==> src/rtl/escape_rate_estimator.sv <==
// Escape-bit estimator for coeff_abs_level_remaining (HM Golomb-Rice / Exp-Golomb).
// Tracks the adaptive Rice parameter and a saturating escape-bit total per CG.
module escape_rate_estimator #(
  parameter int ABS_W    = 16,
  parameter int MAX_RICE = 4,
  parameter int BIN_RED  = 3
) (
  input  logic             clk,
  input  logic             rst,
  input  logic             in_valid,
  output logic             in_ready,
  input  logic [ABS_W-1:0] abs_level,
  input  logic [7:0]       base_level,
  input  logic             first_in_cg,
  input  logic             last_in_cg,
  output logic             out_valid,
  input  logic             out_ready,
  output logic [7:0]       esc_bits,
  output logic [2:0]       rice_used,
  output logic [15:0]      cg_bits,
  output logic             cg_last
);

  localparam int LW = ABS_W + 1;

  typedef enum logic [2:0] {
    S_IDLE, S_EVAL, S_ESC, S_FIN, S_OUT
  } state_t;

  state_t           r_state;
  state_t           w_next;
  logic [ABS_W-1:0] r_abs;
  logic [7:0]       r_base;
  logic             r_first;
  logic             r_last;
  logic [2:0]       r_r;
  logic [2:0]       r_rice;
  logic [4:0]       r_len;
  logic [LW-1:0]    r_rem;
  logic [7:0]       r_bits;
  logic [15:0]      r_cg_bits;

  logic [ABS_W-1:0] w_base_ext;
  logic [ABS_W-1:0] w_sym;
  logic [ABS_W-1:0] w_sym_sh;
  logic [LW-1:0]    w_sym_ext;
  logic [LW-1:0]    w_thr;
  logic [LW-1:0]    w_pow;
  logic [LW-1:0]    w_rice_thr;
  logic             w_lt;
  logic             w_short;
  logic             w_step;
  logic             w_rice_up;
  logic [2:0]       w_rice_inc;
  logic [7:0]       w_short_bits;
  logic [7:0]       w_esc_bits;
  logic [16:0]      w_sum;
  logic [15:0]      w_cg_next;

  assign w_base_ext = {{(ABS_W-8){1'b0}}, r_base};
  assign w_lt       = r_abs < w_base_ext;
  assign w_sym      = r_abs - w_base_ext;
  assign w_sym_ext  = {1'b0, w_sym};
  assign w_sym_sh   = w_sym >> r_r;
  assign w_thr      = LW'(BIN_RED) << r_r;
  assign w_short    = w_sym_ext < w_thr;
  assign w_pow      = LW'(1) << r_len;
  assign w_step     = (r_rem >= w_pow) && (r_len < 5'(ABS_W));
  assign w_rice_thr = LW'(3) << r_r;
  assign w_rice_up  = {1'b0, r_abs} > w_rice_thr;
  assign w_rice_inc = (r_r < 3'(MAX_RICE)) ? r_r + 3'd1 : 3'(MAX_RICE);

  assign w_short_bits = w_sym_sh[7:0] + {5'd0, r_r} + 8'd1;
  // Prefix of BIN_RED+len+1-r ones/terminator followed by a len-bit suffix.
  assign w_esc_bits = 8'(BIN_RED) + {2'b0, r_len, 1'b0}
                    + 8'd1 - {5'd0, r_r};

  assign w_sum     = {1'b0, (r_first ? 16'd0 : r_cg_bits)}
                   + {9'd0, r_bits};
  assign w_cg_next = w_sum[16] ? 16'hFFFF : w_sum[15:0];

  assign in_ready  = (r_state == S_IDLE);
  assign out_valid = (r_state == S_OUT);
  assign esc_bits  = r_bits;
  assign rice_used = r_r;
  assign cg_bits   = r_cg_bits;
  assign cg_last   = r_last;

  always_comb begin
    w_next = r_state;
    unique case (r_state)
      S_IDLE: if (in_valid) w_next = S_EVAL;
      S_EVAL: w_next = (w_lt || w_short) ? S_FIN : S_ESC;
      S_ESC:  if (!w_step) w_next = S_FIN;
      S_FIN:  w_next = S_OUT;
      S_OUT:  if (out_ready) w_next = S_IDLE;
      default: w_next = S_IDLE;
    endcase
  end

  always_ff @(posedge clk or posedge rst) begin
    if (rst) r_state <= S_IDLE;
    else     r_state <= w_next;
  end

  always_ff @(posedge clk or posedge rst) begin
    if (rst) begin
      r_abs     <= '0;
      r_base    <= '0;
      r_first   <= 1'b0;
      r_last    <= 1'b0;
      r_r       <= '0;
      r_rice    <= '0;
      r_len     <= '0;
      r_rem     <= '0;
      r_bits    <= '0;
      r_cg_bits <= '0;
    end else begin
      unique case (r_state)
        S_IDLE: if (in_valid) begin
          r_abs   <= abs_level;
          r_base  <= base_level;
          r_first <= first_in_cg;
          r_last  <= last_in_cg;
          r_r     <= first_in_cg ? 3'd0 : r_rice;
        end
        S_EVAL: begin
          if (w_lt) begin
            r_bits <= 8'd0;
          end else if (w_short) begin
            r_bits <= w_short_bits;
          end else begin
            r_len <= {2'b0, r_r};
            r_rem <= w_sym_ext - w_thr;
          end
        end
        S_ESC: begin
          if (w_step) begin
            r_rem <= r_rem - w_pow;
            r_len <= r_len + 5'd1;
          end else begin
            r_bits <= w_esc_bits;
          end
        end
        S_FIN: r_cg_bits <= w_cg_next;
        S_OUT: if (out_ready && !w_lt) begin
          r_rice <= w_rice_up ? w_rice_inc : r_r;
        end
        default: ;
      endcase
    end
  end

endmodule

==> config.mk <==
export PLATFORM = sky130hd
export DESIGN_NAME = escape_rate_estimator
export DESIGN_NICKNAME = d
export VERILOG_FILES = /design/src/rtl/escape_rate_estimator.sv
export SDC_FILE = /design/constraint.sdc
export NUM_CORES = 1
export LEC_CHECK = 0
export BUFFER_PORTS_ARGS = -buffer_cell sky130_fd_sc_hd__clkbuf_2
export CAP_MARGIN = 20
export CORE_ASPECT_RATIO = 0.7
export CORE_MARGIN = 5
export CORE_UTILIZATION = 43
export DETAILED_ROUTE_END_ITERATION = 6
export GPL_TIMING_DRIVEN = 1
export PLACE_DENSITY = 0.58
export SYNTH_ARGS = -nofsm -noshare
export SYNTH_HDL_FRONTEND = slang
export SYNTH_SLANG_ARGS = --single-unit
==> constraint.sdc <==
create_clock -name clk -period 7.07 [get_ports clk]
set_clock_uncertainty 0.1 [all_clocks]
set_input_delay 1.414 -clock clk [delete_from_list [all_inputs] [get_ports clk]]
set_output_delay 1.414 -clock clk [all_outputs]
set_load 0.02 [all_outputs]
==> impl_metrics.ini, run 1 <==
[clock_network]
clkTransAtPathRegs_ns = 0.07
cts_setup_buffers = 0
root_buffer = clkbuf_16
cts_sinks = 81
cts_tree = built
clockBufferDepth = 2
ctsHoldBuffers = 0
cts_resized = 0
h-tree-depth = 3
insertion_delay_ns = 0.35
cts_buffers = 9

[global_route]
grt_overflow = 0
grt_usage_pct = 22.0
grt_max_degree = 80
grt_pass1_vias = 6634
antenna_found_initial = 0
grt_pass1_wl_um = 36000

[critical_path]
r2r_start = r_abs[4]$_DFFE_PP0P_
crit_path_start = r_abs[4]$_DFFE_PP0P_
crit_fanout = 6
critPathKind = reg2reg
end_kind = flop
cpPeakStageDelay_ns = 0.59
arrival_ns = 5.09
worst-path-buf-inv = 1
r2r_slack_ns = 2.12
worstPathRequired_ns = 7.21
cp_cell_sequence = ha_1, o211a_1, a21boi_0, o21ai_0, or2_1, ha_1, or3_1, o21ai_0, inv_1, maj3_1, or4_4, a222oi_1, o22ai_1, o32a_1
slowest_stage = a21boi_0
critPathLaunchType = flop
path_delay_family = compound AO/OA/AOI/OAI gates

[yosys]
synthesis.area_um2 = 7640
yosysSeqAreaShare_pct = 26.5
synth_edf_count = 0
synth_top_area_share_pct = 26.5
synthArstFlopShare_pct = 100
syn_nets = 1036
ys_seq_elements = 81
yosysTopAreaCell = dfrtp_1
ys_warn_count = 0
yosys_most_used_dff = dfrtp_1
synth.distinct_cells = 78
synth.area.top_cells = dfrtp_1 (27%), ha_1 (11%), nand2_1 (4.7%)
syn_inst = 930
syn-mean-instance-area_um2 = 8.22

[cells_and_area]
final_nets = 1073
diodes = 0
nFillCells = 1771
drive_above_1_share_pct = 13.2
layout_common_cells = nand2_1 (96), dfrtp_1 (81), ha_1 (70), a21oi_1 (69), nor2_1 (65)
utilization_pct = 48.9
design_area_um2 = 8470
layout_commonest_cell = nand2_1
areaGrowthSynthToFinish_pct = 10.7

[hold_path]
min_path_type = reg2reg
hp-start = r_rem[7]$_DFFE_PP0P_

[detailed_routing]
drt-wirelength-per-cell_um = 18.1
drt_wl_total_um = 21800
first_pass_iters = 5
drcViolationCount = 0
ant_nets = 0
routed_via_density = 5.86
num_vias = 7049
initialDrtViolationCount = 586

[sta]
slew_headroom_pct = 39.0
setup_viol = 0
fmax_mhz = 202
slew_viol_final = 0
worst_pin_slew_ns = 0.910
period_needed_ns = 4.95
rsz0062_at_grt = no
fin_ws_ns = 2.12
tns_ns = 0
final_hold_viol_count = 0
finalCritPeriodShare_pct = 70.0

[floorplan]
start_util_pct = 44.1
placementRows = 40
fp.dieH_um = 122
num_io_pins = 60
die_x_um = 169
core_area_um2 = 17300
die_area_um2 = 20600

[place]
place.gp.congestion = 0.915
portBuffers = 59
dp_hpwl_um = 16500
dpl_cell_area_um2 = 8110
dp_slack_ns = 2.15

[job]
drv_cap = 0

[outcome]
status = completed
synth_stat cells, drive strengths merged, types with 7 or more instances:
cell type,n
o21ai,63
clkbuf,34
dfrtp,81
nand2,96
o211ai,7
nand3b,8
buf,9
mux2i,11
mux2,22
and3,8
inv,54
or3,15
a31oi,8
a21oi,71
xnor2,33
ha,70
a211o,7
a21o,13
and2,12
nor4,8
nor3,24
nand2b,12
nand3,25
o21a,15
xor2,10
a211oi,24
nor2b,27
nor2,66
final cells by class:
cell class              instances  area, um^2  share of cell area (%)
multi-input cells             751        5230                    61.7
flip-flops and latches         81        2030                    23.9
repair buffers                 69         398                    4.70
well taps                     231         289                    3.41
clock buffers                   9         225                    2.66
inverters                      55         208                    2.45
clock inverters                 6        92.6                    1.09
state kept, by name (all words and copies together) (netlist names):
register and flops:
esc_bits 8, r_state 3, r_len 5, r_base 8
rice_used 3, r_abs 16, r_first 1, r_rem 17
cg_bits 16, cg_last 1, r_rice 3
final timing paths:
| check | end | cells past startpoint |
|---|---|---|
| max | r_rem[14]$_DFFE_PP0P_ | 14 |
| min | r_rem[7]$_DFFE_PP0P_ | 2 |
| max reg2reg | r_rem[14]$_DFFE_PP0P_ | 14 |
| min reg2reg | r_rem[7]$_DFFE_PP0P_ | 2 |
| max in group asynchronous | r_rem[5]$_DFFE_PP0P_ | 4 |
| min in group asynchronous | r_abs[13]$_DFFE_PP0P_ | 2 |
metal layers:
layer,GRT usage (%),vias to the layer above,share of wire (%)
met5,0,-,0
met4,4.68,0,1.1
met3,5.90,16,8.3
met2,30.2,230,39
met1,34.0,3348,51
li1,-,3455,-
worst register-to-register path, stage by stage, from the launching register on:
cell      delay (ns)
dfrtp_1         0.40
ha_1            0.40
o211a_1         0.19
a21boi_0        0.59
o21ai_0         0.31
or2_1           0.33
ha_1            0.21
or3_1           0.35
o21ai_0         0.37
inv_1           0.11
maj3_1          0.40
or4_4           0.46
a222oi_1        0.29
o22ai_1         0.15
o32a_1          0.19
cells by family (layout without fill, tap and decap cells):
kind of cell,Yosys count,after routing,synth area share [%]
buf+inv,98,139,5.22
mux,35,35,5.27
simple gates,325,325,21.2
fa+ha+maj,79,79,13.4
xor+xnor,43,43,4.93
compound gates,269,269,23.5
flops,81,81,26.5
per-stage QoR:
step	std cells	hold WS, ns
after floorplan	930	0.350
after global placement	1185	0.371
after detailed placement	1185	0.381
after CTS	1200	0.396
after global routing	1202	0.429
final	1202	0.389
Power of run 1 is left out: the tool's default activity adds up to more than one toggle a clock period on the data nets, which glitch-free logic cannot reach.
==> run 2: changes to the inputs <==
Clock period 7.07 ns to 4.7 ns, I/O delays scaled along.
==> impl_metrics.ini, run 2 (synthesis results as in run 1) <==
[outcome]
status = completed

[detailed_routing]
initialDrtViolationCount = 659
routed_via_density = 5.74
first_pass_iters = 5
drcViolationCount = 0
drt-wirelength-per-cell_um = 18.1
drt_wl_total_um = 22000
num_vias = 6967
ant_nets = 0

[cells_and_area]
layout_commonest_cell = nand2_1
areaGrowthSynthToFinish_pct = 11.9
top_register = r_rem
final_nets = 1085
largest_reg_flops = 17
layout_common_cells = nand2_1 (96), dfrtp_1 (81), ha_1 (70), a21oi_1 (69), nor2_1 (65)
diodes = 0
utilization_pct = 49.4
drive_above_1_share_pct = 14.3

[clock_network]
cts_sinks = 81
root_buffer = clkbuf_16
cts_buffers = 9
cts_resized = 0
ctsHoldBuffers = 0
cts_tree = built
cts_setup_buffers = 0
clkTransAtPathRegs_ns = 0.07
clockBufferDepth = 2
insertion_delay_ns = 0.35
h-tree-depth = 3

[job]
drv_cap = 0

[floorplan]
die_area_um2 = 20600
start_util_pct = 44.1
placementRows = 40
fp.dieH_um = 122
num_io_pins = 60
core_area_um2 = 17300
die_x_um = 169

[hold_path]
whs_path_depth = 2
min_path_type = reg2reg
hp-start = r_rice[0]$_DFFE_PP0P_
worst_hold_path.endpoint = r_rice[0]$_DFFE_PP0P_

[place]
dp_slack_ns = 0.114
place.gp.congestion = 0.905
portBuffers = 59
dp_hpwl_um = 16800

[global_route]
grt_overflow = 0
grt_pass1_vias = 6596
grt_usage_pct = 21.9
grt_max_degree = 48
grt_pass1_wl_um = 36000
antenna_found_initial = 0

[sta]
slew_viol_final = 0
rsz0062_at_grt = yes
setup_viol = 0
fin_ws_ns = 0.141
final_hold_viol_count = 0
slew_headroom_pct = 42.7
fmax_mhz = 219
period_needed_ns = 4.56
worst_pin_slew_ns = 0.859
finalCritPeriodShare_pct = 97.0

[critical_path]
crit_path_start = r_abs[0]$_DFFE_PP0P_
worstReg2RegEnd = r_rem[14]$_DFFE_PP0P_
r2r_start = r_abs[0]$_DFFE_PP0P_
worstPathRequired_ns = 4.84
arrival_ns = 4.70
critPathLaunchType = flop
critPathKind = reg2reg
end_kind = flop
r2r_slack_ns = 0.14
rr_worst_depth = 16
crit_fanout = 3
run 2: layout make-up:
class | instances | area, um^2
fill | 1741 | 8760
multi-input combinational | 751 | 5230
sequential | 81 | 2030
timing repair buffer | 81 | 485
tap | 231 | 289
clock buffer | 9 | 225
inverter | 55 | 208
clock inverter | 6 | 91.3
run 2: metrics by stage:
step / TNS, ns / area [um^2] / std cells / hold WS [ns]
after CTS: 0 / 8550 / 1214 / 0.394
after global placement: 0 / 8240 / 1199 / 0.370
final: 0 / 8560 / 1214 / 0.383
after detailed placement: 0 / 8240 / 1199 / 0.379
after floorplan: 0 / 7640 / 930 / 0.350
after global routing: -0.120 / 8560 / 1214 / 0.410
run 2: worst max-delay path: stages, from the launching register on:
cell,delay [ns]
dfrtp_1,0.36
inv_1,0.09
ha_1,0.20
inv_1,0.06
fa_1,0.40
a21o_1,0.19
a2111oi_1,0.53
a211oi_2,0.12
ha_1,0.25
or3_1,0.38
o21ai_0,0.27
inv_1,0.09
maj3_1,0.38
or4_4,0.45
a222oi_1,0.29
o22ai_1,0.14
o32a_1,0.18
run 2: how the worst max path moves through the flow:
stage,endpoint
after floorplan,r_rem[14]$_DFFE_PP0P_
after global placement,r_rem[14]$_DFFE_PP0P_
after detailed placement,r_rem[14]$_DFFE_PP0P_
after CTS,r_rem[14]$_DFFE_PP0P_
after global routing,esc_bits[3]$_DFFE_PP0P_
final,r_rem[14]$_DFFE_PP0P_
run 2: routing by layer:
metal  GRT usage, %  part of all wire [%]  vias up  routed length (um)
li1               -                     -     3473                   -
met1           34.5                    52     3246               11300
met2           30.0                    40      235                8710
met3           5.64                   8.3       13                1830
met4           3.72                  0.62        0                 137
met5              0                     0        -                   0
Power of run 2 is left out for the same reason.
